## src/rtl/muldiv_seq_if.sv

```systemverilog
// muldiv_seq_if: EX-stage handshake between the pipeline and the multiply/divide sequencer
interface muldiv_seq_if #(parameter int XLEN = 32);
  logic            start;
  logic [2:0]      funct3;
  logic [XLEN-1:0] in1;
  logic [XLEN-1:0] in2;
  logic            flush;
  logic            busy;
  logic            stall;
  logic            done;
  logic [XLEN-1:0] result;
  modport master (output start, funct3, in1, in2, flush, input busy, stall, done, result);
  modport slave (input start, funct3, in1, in2, flush, output busy, stall, done, result);
endinterface

```

## src/rtl/muldiv_seq.sv

```systemverilog
// muldiv_seq: iterative RV32M shift-add multiply / restoring divide; MULDIV_EARLY_EXIT_EN skips CALC for trivial ops
module muldiv_seq #(
  parameter int XLEN  = 32,
  parameter int CNT_W = 6
) (
  input logic         clk,
  input logic         rst_n,
  muldiv_seq_if.slave bus
);
  typedef enum logic [1:0] {IDLE, CALC, FIX, DONE} state_t;
  state_t            state, state_n;
  logic [2*XLEN-1:0] acc, prod;
  logic [XLEN-1:0]   opb, ma, mb, q, r, res, rem_n;
  logic [XLEN:0]     sum, tmp;
  logic [CNT_W-1:0]  cnt;
  logic [2:0]        op;
  logic              sa, sb, bz, sa_n, sb_n, is_div, ge, last, accept, skip;
`ifdef MULDIV_EARLY_EXIT_EN
  assign skip = is_div ? ((bus.in2 == '0) | (~bus.funct3[0] & (bus.in1 == {1'b1, {(XLEN-1){1'b0}}}) & (&bus.in2)))
                       : ((bus.in1 == '0) | (bus.in2 == '0));
`else
  assign skip = 1'b0;
`endif
  // operand magnitudes, one iteration step, and sign-corrected output selection
  always_comb begin
    is_div = bus.funct3[2];
    sa_n   = bus.in1[XLEN-1] & (is_div ? ~bus.funct3[0] : (bus.funct3[1:0] != 2'b11));
    sb_n   = bus.in2[XLEN-1] & (is_div ? ~bus.funct3[0] : ~bus.funct3[1]);
    ma     = sa_n ? -bus.in1 : bus.in1;
    mb     = sb_n ? -bus.in2 : bus.in2;
    sum    = {1'b0, acc[2*XLEN-1:XLEN]} + {1'b0, opb & {XLEN{acc[0]}}};
    tmp    = {acc[2*XLEN-1:XLEN], acc[XLEN-1]};
    ge     = tmp >= {1'b0, opb};
    rem_n  = tmp[XLEN-1:0] - opb;
    prod   = (sa ^ sb) ? -acc : acc;
    q      = ((sa ^ sb) & ~bz) ? -acc[XLEN-1:0] : acc[XLEN-1:0];
    r      = sa ? -acc[2*XLEN-1:XLEN] : acc[2*XLEN-1:XLEN];
    res    = op[2] ? (op[1] ? r : q) : ((op == 3'b000) ? prod[XLEN-1:0] : prod[2*XLEN-1:XLEN]);
    last   = cnt == CNT_W'(XLEN-1);
  end
  // state register
  always_ff @(posedge clk or negedge rst_n)
    if (!rst_n) state <= IDLE;
    else state <= state_n;
  // next state and handshake outputs
  always_comb begin
    state_n   = state;
    accept    = 1'b0;
    bus.busy  = state != IDLE;
    bus.stall = (state == CALC) | (state == FIX);
    bus.done  = 1'b0;
    case (state)
      IDLE: begin
        accept    = bus.start & ~bus.flush;
        bus.stall = accept;
        state_n   = accept ? (skip ? FIX : CALC) : IDLE;
      end
      CALC: state_n = bus.flush ? IDLE : (last ? FIX : CALC);
      FIX:  state_n = bus.flush ? IDLE : DONE;
      default: begin
        bus.done = ~bus.flush;
        state_n  = IDLE;
      end
    endcase
  end
  // operand latch, iteration datapath and result register
  always_ff @(posedge clk or negedge rst_n)
    if (!rst_n) begin
      op         <= '0;
      sa         <= 1'b0;
      sb         <= 1'b0;
      bz         <= 1'b0;
      cnt        <= '0;
      acc        <= '0;
      opb        <= '0;
      bus.result <= '0;
    end else begin
      if (accept) begin
        op  <= bus.funct3;
        sa  <= sa_n;
        sb  <= sb_n;
        bz  <= bus.in2 == '0;
        cnt <= '0;
        opb <= is_div ? mb : ma;
        acc <= (skip & ~is_div) ? '0 : (skip & (bus.in2 == '0)) ? {ma, {XLEN{1'b1}}} : {{XLEN{1'b0}}, is_div ? ma : mb};
      end else if (state == CALC) begin
        cnt <= cnt + 1'b1;
        acc <= op[2] ? {ge ? rem_n : tmp[XLEN-1:0], acc[XLEN-2:0], ge} : {sum, acc[XLEN-1:1]};
      end
      if (state == FIX && !bus.flush) bus.result <= res;
    end
endmodule

```

## src/flat_wrapper.sv

```systemverilog
// flat-port wrapper written by rule: the top's interface ports become plain ports
module muldiv_seq_flat 
#(
  parameter int XLEN  = 32,
  parameter int CNT_W = 6
)
  (clk, rst_n, bus_start, bus_funct3, bus_in1, bus_in2, bus_flush, bus_busy, bus_stall, bus_done, bus_result);
  muldiv_seq_if #(.XLEN(XLEN)) bus_i ();
  input logic clk;
  input logic rst_n;
  input wire logic [$bits(bus_i.start)-1:0] bus_start;
  input wire logic [$bits(bus_i.funct3)-1:0] bus_funct3;
  input wire logic [$bits(bus_i.in1)-1:0] bus_in1;
  input wire logic [$bits(bus_i.in2)-1:0] bus_in2;
  input wire logic [$bits(bus_i.flush)-1:0] bus_flush;
  output wire logic [$bits(bus_i.busy)-1:0] bus_busy;
  output wire logic [$bits(bus_i.stall)-1:0] bus_stall;
  output wire logic [$bits(bus_i.done)-1:0] bus_done;
  output wire logic [$bits(bus_i.result)-1:0] bus_result;
  assign bus_i.start = bus_start;
  assign bus_i.funct3 = bus_funct3;
  assign bus_i.in1 = bus_in1;
  assign bus_i.in2 = bus_in2;
  assign bus_i.flush = bus_flush;
  assign bus_busy = bus_i.busy;
  assign bus_stall = bus_i.stall;
  assign bus_done = bus_i.done;
  assign bus_result = bus_i.result;
  muldiv_seq #(.XLEN(XLEN), .CNT_W(CNT_W)) u_core (.clk(clk), .rst_n(rst_n), .bus(bus_i));
endmodule
```

## config.mk

```make
export PLATFORM = sky130hd
export DESIGN_NAME = muldiv_seq_flat
export DESIGN_NICKNAME = d
export VERILOG_FILES = /design/src/rtl/muldiv_seq_if.sv /design/src/rtl/muldiv_seq.sv /design/src/flat_wrapper.sv
export SDC_FILE = /design/constraint.sdc
export NUM_CORES = 1
export LEC_CHECK = 0
export CAP_MARGIN = 20
export CORE_MARGIN = 10
export CORE_UTILIZATION = 45
export CTS_BUF_LIST = sky130_fd_sc_hd__clkbuf_4
export CTS_CLUSTER_SIZE = 12
export DETAILED_ROUTE_END_ITERATION = 8
export GPL_TIMING_DRIVEN = 1
export PLACE_DENSITY = 0.7
export SETUP_SLACK_MARGIN = 0.4
export SYNTH_ARGS = -nofsm -noshare
export SYNTH_HDL_FRONTEND = slang
export SYNTH_SLANG_ARGS = --single-unit
```

## constraint.sdc

```tcl
create_clock -name clk -period 10.6 [get_ports clk]
set_input_delay 1.59 -clock clk [delete_from_list [all_inputs] [get_ports clk]]
set_output_delay 1.59 -clock clk [all_outputs]
set_load 0.05 [all_outputs]
```

==> results of run 1 <==
==> sequential cells by signal, indices dropped and copies added, names as in the netlist <==
name / cells
u_core.opb: 32
u_core.sa: 1
u_core.bz: 1
u_core.op: 3
u_core.sb: 1
u_core.cnt: 6
u_core.bus.result: 32
u_core.acc: 64
u_core.state: 2
==> path summary, 6_finish.rpt <==
kind | start | end | slack [ps]
max reg2reg | u_core.acc[0]$_DFFE_PN0P_ | u_core.acc[63]$_DFFE_PN0P_ | 6180
min in group asynchronous | rst_n | u_core.acc[44]$_DFFE_PN0P_ | 1030
max in group asynchronous | rst_n | u_core.acc[34]$_DFFE_PN0P_ | 8220
min reg2reg | u_core.bus.result[21]$_DFFE_PN0P_ | u_core.bus.result[21]$_DFFE_PN0P_ | 510
min | u_core.bus.result[21]$_DFFE_PN0P_ | u_core.bus.result[21]$_DFFE_PN0P_ | 510
max | bus_flush | bus_stall | 5140
==> cells by family after synthesis <==
family                     Yosys count  synth area share, %
and+or+nand+nor                    680                 20.7
buffers and inverters              234                 6.00
adders and majority gates           75                 6.30
muxes                               47                 3.11
DFF                                142                 23.5
xor gates and xnor gates           221                 12.8
AOI/OAI and AO/OA                  678                 27.6
==> critical path: stages <==
cell and delay [ps]:
clkdlybuf4s50_1 460, inv_1 130, and3_2 180, buf_4 530, a21o_1 150, clkdlybuf4s50_1 810
==> layout by cell type (no fill, tap or decap), types with 18 or more instances in the layout <==
master and count:
nand2_1 244, o21ai_0 198, nor2_1 197, a21oi_1 193, dfrtp_1 141, xnor2_1 122, clkdlybuf4s50_1 103, xor2_1 97
ha_1 72, inv_1 71, o211ai_1 52, mux2i_1 47, nor3_1 41, or3_1 29, a31oi_1 29, nand3_1 29
o31ai_1 28, a211oi_1 27, a21o_1 24, o221ai_1 24, nor4_1 22, buf_4 21, nand4_1 20, nand2b_1 18
a22oi_1 18
==> per-stage QoR <==
stage	total power [W]	setup WS, ps	util, %
after global routing	0.00446	4990	49.8
after global placement	0.00367	5160	48.8
after CTS	0.00409	5110	49.7
final	0.00416	5140	49.8
after detailed placement	0.00369	5120	48.8
after floorplan	0.00292	6100	-
==> power groups by stage <==
| stage | Combinational, W | Clock (W) | Sequential, W |
|---|---|---|---|
| CTS | 0.00265 | 0.000391 | 0.00105 |
| global route | 0.00297 | 0.000410 | 0.00108 |
| detailed placement | 0.00263 | 0 | 0.00106 |
| floorplan | 0.00215 | 0 | 0.000767 |
| finish | 0.00271 | 0.000385 | 0.00107 |
| global placement | 0.00261 | 0 | 0.00105 |
==> layer usage <==
metal / vias up / global-route usage, % / wire length (microns)
met5: - / 0 / 0
met2: 758 / 40.7 / 24700
met4: 0 / 10.3 / 2230
li1: 7415 / - / -
met1: 7595 / 38.5 / 25900
met3: 104 / 4.19 / 4870
==> layout make-up <==
cell class	count	area, sq um	area share (%)
Timing Repair Buffer	127	1220	7.32
Clock inverter	15	170	1.02
Clock buffer	17	128	0.768
Sequential cell	142	3550	21.4
Antenna cell	1	2.50	0.0151
Inverter	71	267	1.60
Tap cell	448	561	3.38
Multi-Input combinational cell	1701	10700	64.5
==> reports/qor.yml, run 1 <==
run_status:
  outcome: "finished, final reports clean"
cts:
  cts_max_level: 4
  numCtsBuffers: 17
  clk_pin_slew_worst_paths_ps: 170
  cts_hold_buf: 0
  cts_sinks: 142
  clock_latency_ps: 600
  cts_max_path_buffers: 2
  postCtsResizedCells: 0
  cts_tree: "done"
  root_buffer: "clkbuf_4"
  post_cts_buffers: 0
power_and_ir_drop:
  power.density_nw_per_um2: 251
  p_int_w: 0.00184
  comb_power_share_pct: 65.0
  ir_drop_v: 0.000151
  clkPwrFrac_pct: 9.2
  switching_power_w: 0.00233
  p_leak_nw: 6.81
  p_sw_share_pct: 55.9
  power_frac_seq_pct: 25.7
global_route:
  grt-ovfl-total: 0
  antenna_found_initial: 1
  grt_pass1_vias: 14842
  grt_use_total_pct: 27.2
  grt_max_degree: 83
  grt_pass1_wl_mm: 89.0
floorplanning:
  initial_utilization_pct: 45.4
  dieWidth_microns: 203
  rows: 67
  dieArea_sq_um: 41400
  core_area_sq_um: 33400
  io_pins: 106
  die_h_microns: 203
sta:
  finalCritPeriodShare_pct: 51.5
  slew_violations: 0
  max_freq_mhz: 183
  grt_setup_unrepaired: "false"
  finalCriticalPeriod_ps: 5460
  fin_worst_skew_ps: 40.4
  setup_viol: 0
  max_slew_margin_pct: 24.1
  hold_viol: 0
  tightestPinTransition_ps: 1140
  final.setup.tns_ps: 0
  hold_ws_ps: 507
run:
  cap_violations: 0
synth:
  synth_nets: 2223
  ys_types: 73
  yosys.area.top_type: "dfrtp_1"
  yosysSeqAreaShare_pct: 23.5
  synth.area.top_cells: "dfrtp_1 23%, xnor2_1 7.1%, o21ai_0 6.5%"
  yosysMostFrequentCell: "nand2_1"
  yosys.area.top_type_share_pct: 23.5
  async_flop_share_pct: 100
  syn_inst: 2077
  syn_area_sq_um: 15100
  synth_flop_cell: "dfrtp_1"
  ys_ff_latch: 142
  ys_top_cells_by_count: "244 x nand2_1, 198 x nor2_1, 198 x o21ai_0"
  ys_warn_count: 0
  avgSynthCellArea_sq_um: 7.29
  synth_enable_flop_cells: 0
cells_and_area:
  drive_gt1_share_pct: 3.81
  nNetsFinal: 2206
  final_cells: 2522
  fill_cells: 3403
  syn_to_final_growth_pct: 9.68
  design_area_sq_um: 16600
critical_path:
  worstPathArrival_ps: 3870
  cp-start-kind: "input pin"
  crit_fanout: 68
  crit_required_ps: 9010
  crit_type: "input pin to output port"
  r2r_cells: 13
  crit_path_end_kind: "output port"
worst_hold_path:
  hp-class: "register to register"
  hold_path_depth: 2
route:
  drc: 0
  avgRoutedWirePerCell_microns: 22.9
  route.vias.total: 15872
  vias_per_cell: 6.29
  wl_mm: 57.7
  first_pass_iters: 7
  drt_iter0_markers: 1717
  ant_nets: 0
placement:
  dp_hpwl_mm: 44.0
  dpl_cell_area_sq_um: 16300
  portBuffers: 105
  dpl.cell_count: 2488
  gp_congestion: 0.972
Note: power is estimated with default switching activity, not from simulation.
==> inputs of run 2 (changes only) <==
==> constraint.sdc (replaced) <==
create_clock -name clk -period 5.6 [get_ports clk]
set_input_delay 0.84 -clock clk [delete_from_list [all_inputs] [get_ports clk]]
set_output_delay 0.84 -clock clk [all_outputs]
set_load 0.05 [all_outputs]
==> reports/qor.yml, run 2 (synthesis results as in run 1) <==
critical_path:
  critPathCapture: "u_core.acc[59]$_DFFE_PN0P_"
  cp-start-kind: "register"
  path_cells: "inv_1, nor2_1, ha_1, a21oi_1, a21oi_1, or4_1, a21oi_1, o31ai_1, buf_4, a31oi_1, xor2_1, o21ai_0, a32o_1"
  crit_fanout: 20  # -71%
  critical-path-top-delay-family: "compound AO/OA/AOI/OAI gates"
  worst_path_max_delay_cell: "inv_1"
  regToRegSetupSlack_ps: 1510  # -4670 ps
  r2r-start: "u_core.acc[0]$_DFFE_PN0P_"
  critPathBufInv: 2  # -2
  r2r_end: "u_core.acc[59]$_DFFE_PN0P_"
  worstPathArrival_ps: 4610  # +740 ps
  r2r_cells: 13  # unchanged
  cp.depth: 13  # +7
  crit_path_end_kind: "register"
  critPathLaunch: "u_core.acc[0]$_DFFE_PN0P_"
  crit_required_ps: 6120  # -2890 ps
  crit_type: "register to register"
  cpPeakStageDelay_ps: 560  # -250 ps
  crit_top_cell: "a21oi_1"
cells_and_area:
  syn_to_final_growth_pct: 9.94
  top_register: "u_core.acc"
  layout_commonest_cell: "nand2_1"
  fill_cells: 3401  # -0.059%
  final_cell_mix: "244 x nand2_1, 198 x o21ai_0, 197 x nor2_1"
  multiInputGateArea_sq_um: 10700  # unchanged
  largest_reg_flops: 64  # unchanged
  drive_gt1_share_pct: 4.00  # +0.19 points
  nNetsFinal: 2210  # +0.18%
  reg.largest.list: "u_core.acc: 64 flops, u_core.bus.result: 32 flops, u_core.opb: 32 flops"
  finish.utilization_pct: 49.9  # +0.12 points
  seq_area_sq_um: 3550  # unchanged
route:
  drc: 0  # unchanged
  first_pass_iters: 6  # -1
  ant_nets: 0  # unchanged
  avgRoutedWirePerCell_microns: 22.7  # -0.51%
  vias_per_cell: 6.29  # about the same
  route.vias.total: 15882  # +0.063%
  drt_iter0_markers: 1785  # +4.0%
  wl_mm: 57.5  # -0.35%
sta:
  fin_worst_skew_ps: 35.8  # -4.55 ps
  max_freq_mhz: 244
  tightestPinTransition_ps: 1180  # +41.8 ps
  finalCritPeriodShare_pct: 73.1
  slew_violations: 0  # unchanged
  max_slew_margin_pct: 21.2  # -3.0 points
  hold_viol: 0  # unchanged
  finalCriticalPeriod_ps: 4090
  grt_setup_unrepaired: "false"
  final.setup.tns_ps: 0  # unchanged
  setup_viol: 0  # unchanged
cts:
  post_cts_buffers: 0  # unchanged
  root_buffer: "clkbuf_4"
  cts_sinks: 142  # unchanged
  cts_hold_buf: 0  # unchanged
  cts_tree: "done"
  numCtsBuffers: 17  # unchanged
  cts_max_level: 4  # unchanged
  cts_max_path_buffers: 2  # unchanged
  clock_latency_ps: 630  # +30 ps
  postCtsResizedCells: 0  # unchanged
  clk_pin_slew_worst_paths_ps: 170  # about the same
power_and_ir_drop:
  p_leak_nw: 6.84  # +0.48%
  power.density_nw_per_um2: 479  # +91%
  ir_drop_v: 0.000315  # +110%
placement:
  portBuffers: 105  # unchanged
  gp_congestion: 1.02  # +5.4%
  dp_hpwl_mm: 43.7  # -0.75%
floorplanning:
  dieWidth_microns: 203  # unchanged
  dieArea_sq_um: 41400  # unchanged
  initial_utilization_pct: 45.4  # unchanged
  core_area_sq_um: 33400  # unchanged
  io_pins: 106  # unchanged
  die_h_microns: 203  # unchanged
  rows: 67  # unchanged
global_route:
  grt_use_total_pct: 27.0  # -0.23 points
  grt_pass1_vias: 14716  # -0.85%
  grt_max_degree: 100  # +20%
  grt_pass1_wl_mm: 88.1  # -1.0%
  antenna_found_initial: 1  # unchanged
  grt-ovfl-total: 0  # unchanged
run:
  cap_violations: 0  # unchanged
run_status:
  outcome: "finished, final reports clean"
worst_hold_path:
  hp-class: "input pin to async pin"
-- run 2: changes by cell type in the layout (fill, tap and decap cells not counted), moves of 2 or more --
cell       delta
buf_4         +4
bufinv_16     +2
clkinv_8      -4
inv_6         +5
inv_8         -2
-- run 2: worst min path at each step --
stage / start / endpoint / slack (ps) / cells past startpoint
floorplan: u_core.opb[15]$_DFFE_PN0P_ / u_core.opb[15]$_DFFE_PN0P_ / 450 / 2
global placement: u_core.bus.result[2]$_DFFE_PN0P_ / u_core.bus.result[2]$_DFFE_PN0P_ / 470 / 2
detailed placement: u_core.bus.result[21]$_DFFE_PN0P_ / u_core.bus.result[21]$_DFFE_PN0P_ / 480 / 2
CTS: rst_n / u_core.acc[48]$_DFFE_PN0P_ / 320 / 1
global route: rst_n / u_core.acc[48]$_DFFE_PN0P_ / 310 / 1
finish: rst_n / u_core.acc[48]$_DFFE_PN0P_ / 240 / 1
-- run 2: metrics by stage --
step	instances	hold WS, ps	total power, W	instance area (sq um)	setup WS [ps]
after detailed placement	2492	478	0.00702	16300	1630
after global placement	2492	467	0.00697	16300	1760
after global routing	2526	312	0.00853	16600	1270
final	2526	235	0.00797	16600	1510
after floorplan	2077	450	0.00552	15100	2290
after CTS	2524	319	0.00780	16600	1580
-- run 2: per-layer routing --
layer	share of wire, %	track usage (%)
met1	43	36.7
met4	4.1	10.9
met5	0	0
met3	10	6.38
met2	43	40.2
-- run 2: layout make-up --
type | count | area share [%]
multi-input combinational | 1701 | 64.3
tap | 448 | 3.37
clock buffer | 17 | 0.767
inverter | 71 | 1.60
sequential | 142 | 21.4
clock inverter | 15 | 1.05
timing repair buffer | 131 | 7.51
antenna | 1 | 0.0150
-- run 2: power breakdown --
part,switching [W],internal [W]
clock network,0.000490,0.000284
registers,0.000727,0.00126
logic,0.00319,0.00202
-- run 2: worst reg2reg max path: stages (launching register included) --
cell and delay, ps:
dfrtp_1 490, inv_1 560, nor2_1 150, ha_1 400, a21oi_1 280, a21oi_1 120, or4_1 470, a21oi_1 300
o31ai_1 120, buf_4 170, a31oi_1 370, xor2_1 170, o21ai_0 90, a32o_1 290
==> inputs of run 3 (changes only) <==
==> constraint.sdc (replaced) <==
create_clock -name clk -period 4.1 [get_ports clk]
set_input_delay 0.615 -clock clk [delete_from_list [all_inputs] [get_ports clk]]
set_output_delay 0.615 -clock clk [all_outputs]
set_load 0.05 [all_outputs]
==> reports/qor.yml, run 3 (synthesis results as in run 1) <==
run_status:
  outcome: "finished, final reports clean"
power_and_ir_drop:
  p_leak_nw: 7.23  # +5.7%
  power.density_nw_per_um2: 673  # +40%
  ir_drop_v: 0.000283  # -10%
cells_and_area:
  reg.largest.list: "u_core.acc: 64 flops, u_core.bus.result: 32 flops, u_core.opb: 32 flops"
  design_area_sq_um: 17300  # +4.1%
  largest_reg_flops: 64  # unchanged
  nNetsFinal: 2289  # +3.6%
  drive_gt1_share_pct: 7.98  # +4.0 points
  syn_to_final_growth_pct: 14.5
  top_register: "u_core.acc"
  final_cells: 2606  # +3.2%
  final_cell_mix: "244 x nand2_1, 198 x nor2_1, 197 x o21ai_0"
  layout_commonest_cell: "nand2_1"
critical_path:
  critical-path-top-delay-family: "compound AO/OA/AOI/OAI gates"
  cpPeakStageDelay_ps: 530  # -30 ps
  regToRegSetupSlack_ps: 450  # -1060 ps
  r2r_cells: 13  # unchanged
  crit_required_ps: 4620  # -1500 ps
  cp-start-kind: "register"
  worstPathArrival_ps: 4170  # -440 ps
  crit_type: "register to register"
  r2r-start: "u_core.acc[0]$_DFFE_PN0P_"
  r2r_end: "u_core.acc[59]$_DFFE_PN0P_"
  worst_path_max_delay_cell: "dfrtp_2"
  path_cells: "clkinvlp_2, nor2_1, ha_1, nand3_1, a21oi_1, or4_1, a21oi_2, o31ai_1, buf_4, a31oi_2, xor2_1, o21ai_0, a32o_1"
  crit_fanout: 8  # -60%
  critPathBufInv: 2  # unchanged
  crit_path_end_kind: "register"
placement:
  dpl_cell_area_sq_um: 16900  # +3.6%
  portBuffers: 105  # unchanged
  dp_slack_ps: 280  # -1350 ps
  dpl.cell_count: 2570  # +3.1%
  dp_hpwl_mm: 47.5  # +8.6%
  gp_congestion: 1.02  # -0.68%
cts:
  clock_latency_ps: 640  # about the same
  clk_pin_slew_worst_paths_ps: 180  # about the same
  cts_tree: "done"
  numCtsBuffers: 17  # unchanged
  cts_max_level: 4  # unchanged
  cts_sinks: 142  # unchanged
  root_buffer: "clkbuf_4"
  cts_max_path_buffers: 2  # unchanged
sta:
  setup_viol: 0  # unchanged
  grt_setup_unrepaired: "true"
  finalCritPeriodShare_pct: 89.1  # +16 points
  finalCriticalPeriod_ps: 3650  # -437 ps
  worst_slack_ps: 446  # -1060 ps
  max_freq_mhz: 274  # +12%
  tightestPinTransition_ps: 978  # -200 ps
  fin_worst_skew_ps: 32.8  # -2.99 ps
  max_slew_margin_pct: 34.8  # +14 points
  final.setup.tns_ps: 0  # unchanged
  hold_viol: 0  # unchanged
  slew_violations: 0  # unchanged
global_route:
  grt_max_degree: 81  # -19%
  antenna_found_initial: 1  # unchanged
  grt_use_total_pct: 28.5  # +1.6 points
  grt_pass1_wl_mm: 92.6  # +5.1%
  grt-ovfl-total: 0  # unchanged
  grt_pass1_vias: 15073  # +2.4%
route:
  vias_per_cell: 6.31  # +0.37%
  route.vias.total: 16446  # +3.6%
  drc: 0  # unchanged
  drt_iter0_markers: 1933  # +8.3%
  wl_mm: 61.1  # +6.3%
  first_pass_iters: 6  # unchanged
  ant_nets: 0  # unchanged
  avgRoutedWirePerCell_microns: 23.4  # +3.0%
floorplanning:
  rows: 67  # unchanged
  initial_utilization_pct: 45.4  # unchanged
  io_pins: 106  # unchanged
  die_h_microns: 203  # unchanged
  dieWidth_microns: 203  # unchanged
  dieArea_sq_um: 41400  # unchanged
  core_area_sq_um: 33400  # unchanged
worst_hold_path:
  hp-class: "input pin to async pin"
run:
  cap_violations: 0  # unchanged
run 3: where the power goes:
part | internal [W] | switching, W | leakage, nW
clock | 0.000455 | 0.000691 | 0.176
combinational | 0.00316 | 0.00510 | 5.25
sequential | 0.00174 | 0.000517 | 1.81
total | 0.00535 | 0.00631 | 7.23
run 3: stage by stage:
step | power [W] | hold slack [ps] | util [%]
final | 0.0117 | 6.00 | 51.9
after global routing | 0.0124 | 76.5 | 51.9
after CTS | 0.0113 | 31.7 | 51.8
after detailed placement | 0.0102 | 474 | 50.7
after global placement | 0.0101 | 465 | 50.7
after floorplan | 0.00754 | 319 | -
run 3: final cells by class:
type / instances / area (sq um)
Fill cell: 3372 / 16000
Timing Repair Buffer: 209 / 1830
Tap cell: 448 / 561
Antenna cell: 2 / 5.00
Clock buffer: 17 / 128
Inverter: 71 / 270
Multi-Input combinational cell: 1701 / 10800
Timing Repair inverter: 1 / 5.00
Sequential cell: 142 / 3560
Clock inverter: 15 / 213
run 3: metal layers:
metal	global-route usage [%]	vias up	wire, microns
met3	5.49	119	6570
met4	8.55	0	1920
met5	0	-	0
met2	44.0	970	26700
li1	-	7572	-
met1	39.5	7785	25900
run 3: how the worst max path moves through the flow:
stage,from,to,slack [ps],cells past startpoint
final,u_core.acc[0]$_DFFE_PN0P_,u_core.acc[59]$_DFFE_PN0P_,450,13
after global routing,u_core.acc[0]$_DFFE_PN0P_,u_core.acc[59]$_DFFE_PN0P_,370,13
after CTS,u_core.acc[0]$_DFFE_PN0P_,u_core.acc[59]$_DFFE_PN0P_,420,13
after detailed placement,u_core.acc[31]$_DFFE_PN0P_,u_core.acc[32]$_DFFE_PN0P_,280,12
after global placement,u_core.acc[31]$_DFFE_PN0P_,u_core.acc[32]$_DFFE_PN0P_,340,12
after floorplan,u_core.acc[0]$_DFFE_PN0P_,u_core.acc[59]$_DFFE_PN0P_,790,15
run 3: repair_timing:
action                     4_1_cts  5_1_grt
buffers inserted                 0        1
hold buffers                     0        0
pin swaps                        0        1
resized for setup                5        8
setup endpoints to repair       13       10
gates cloned                     0        1
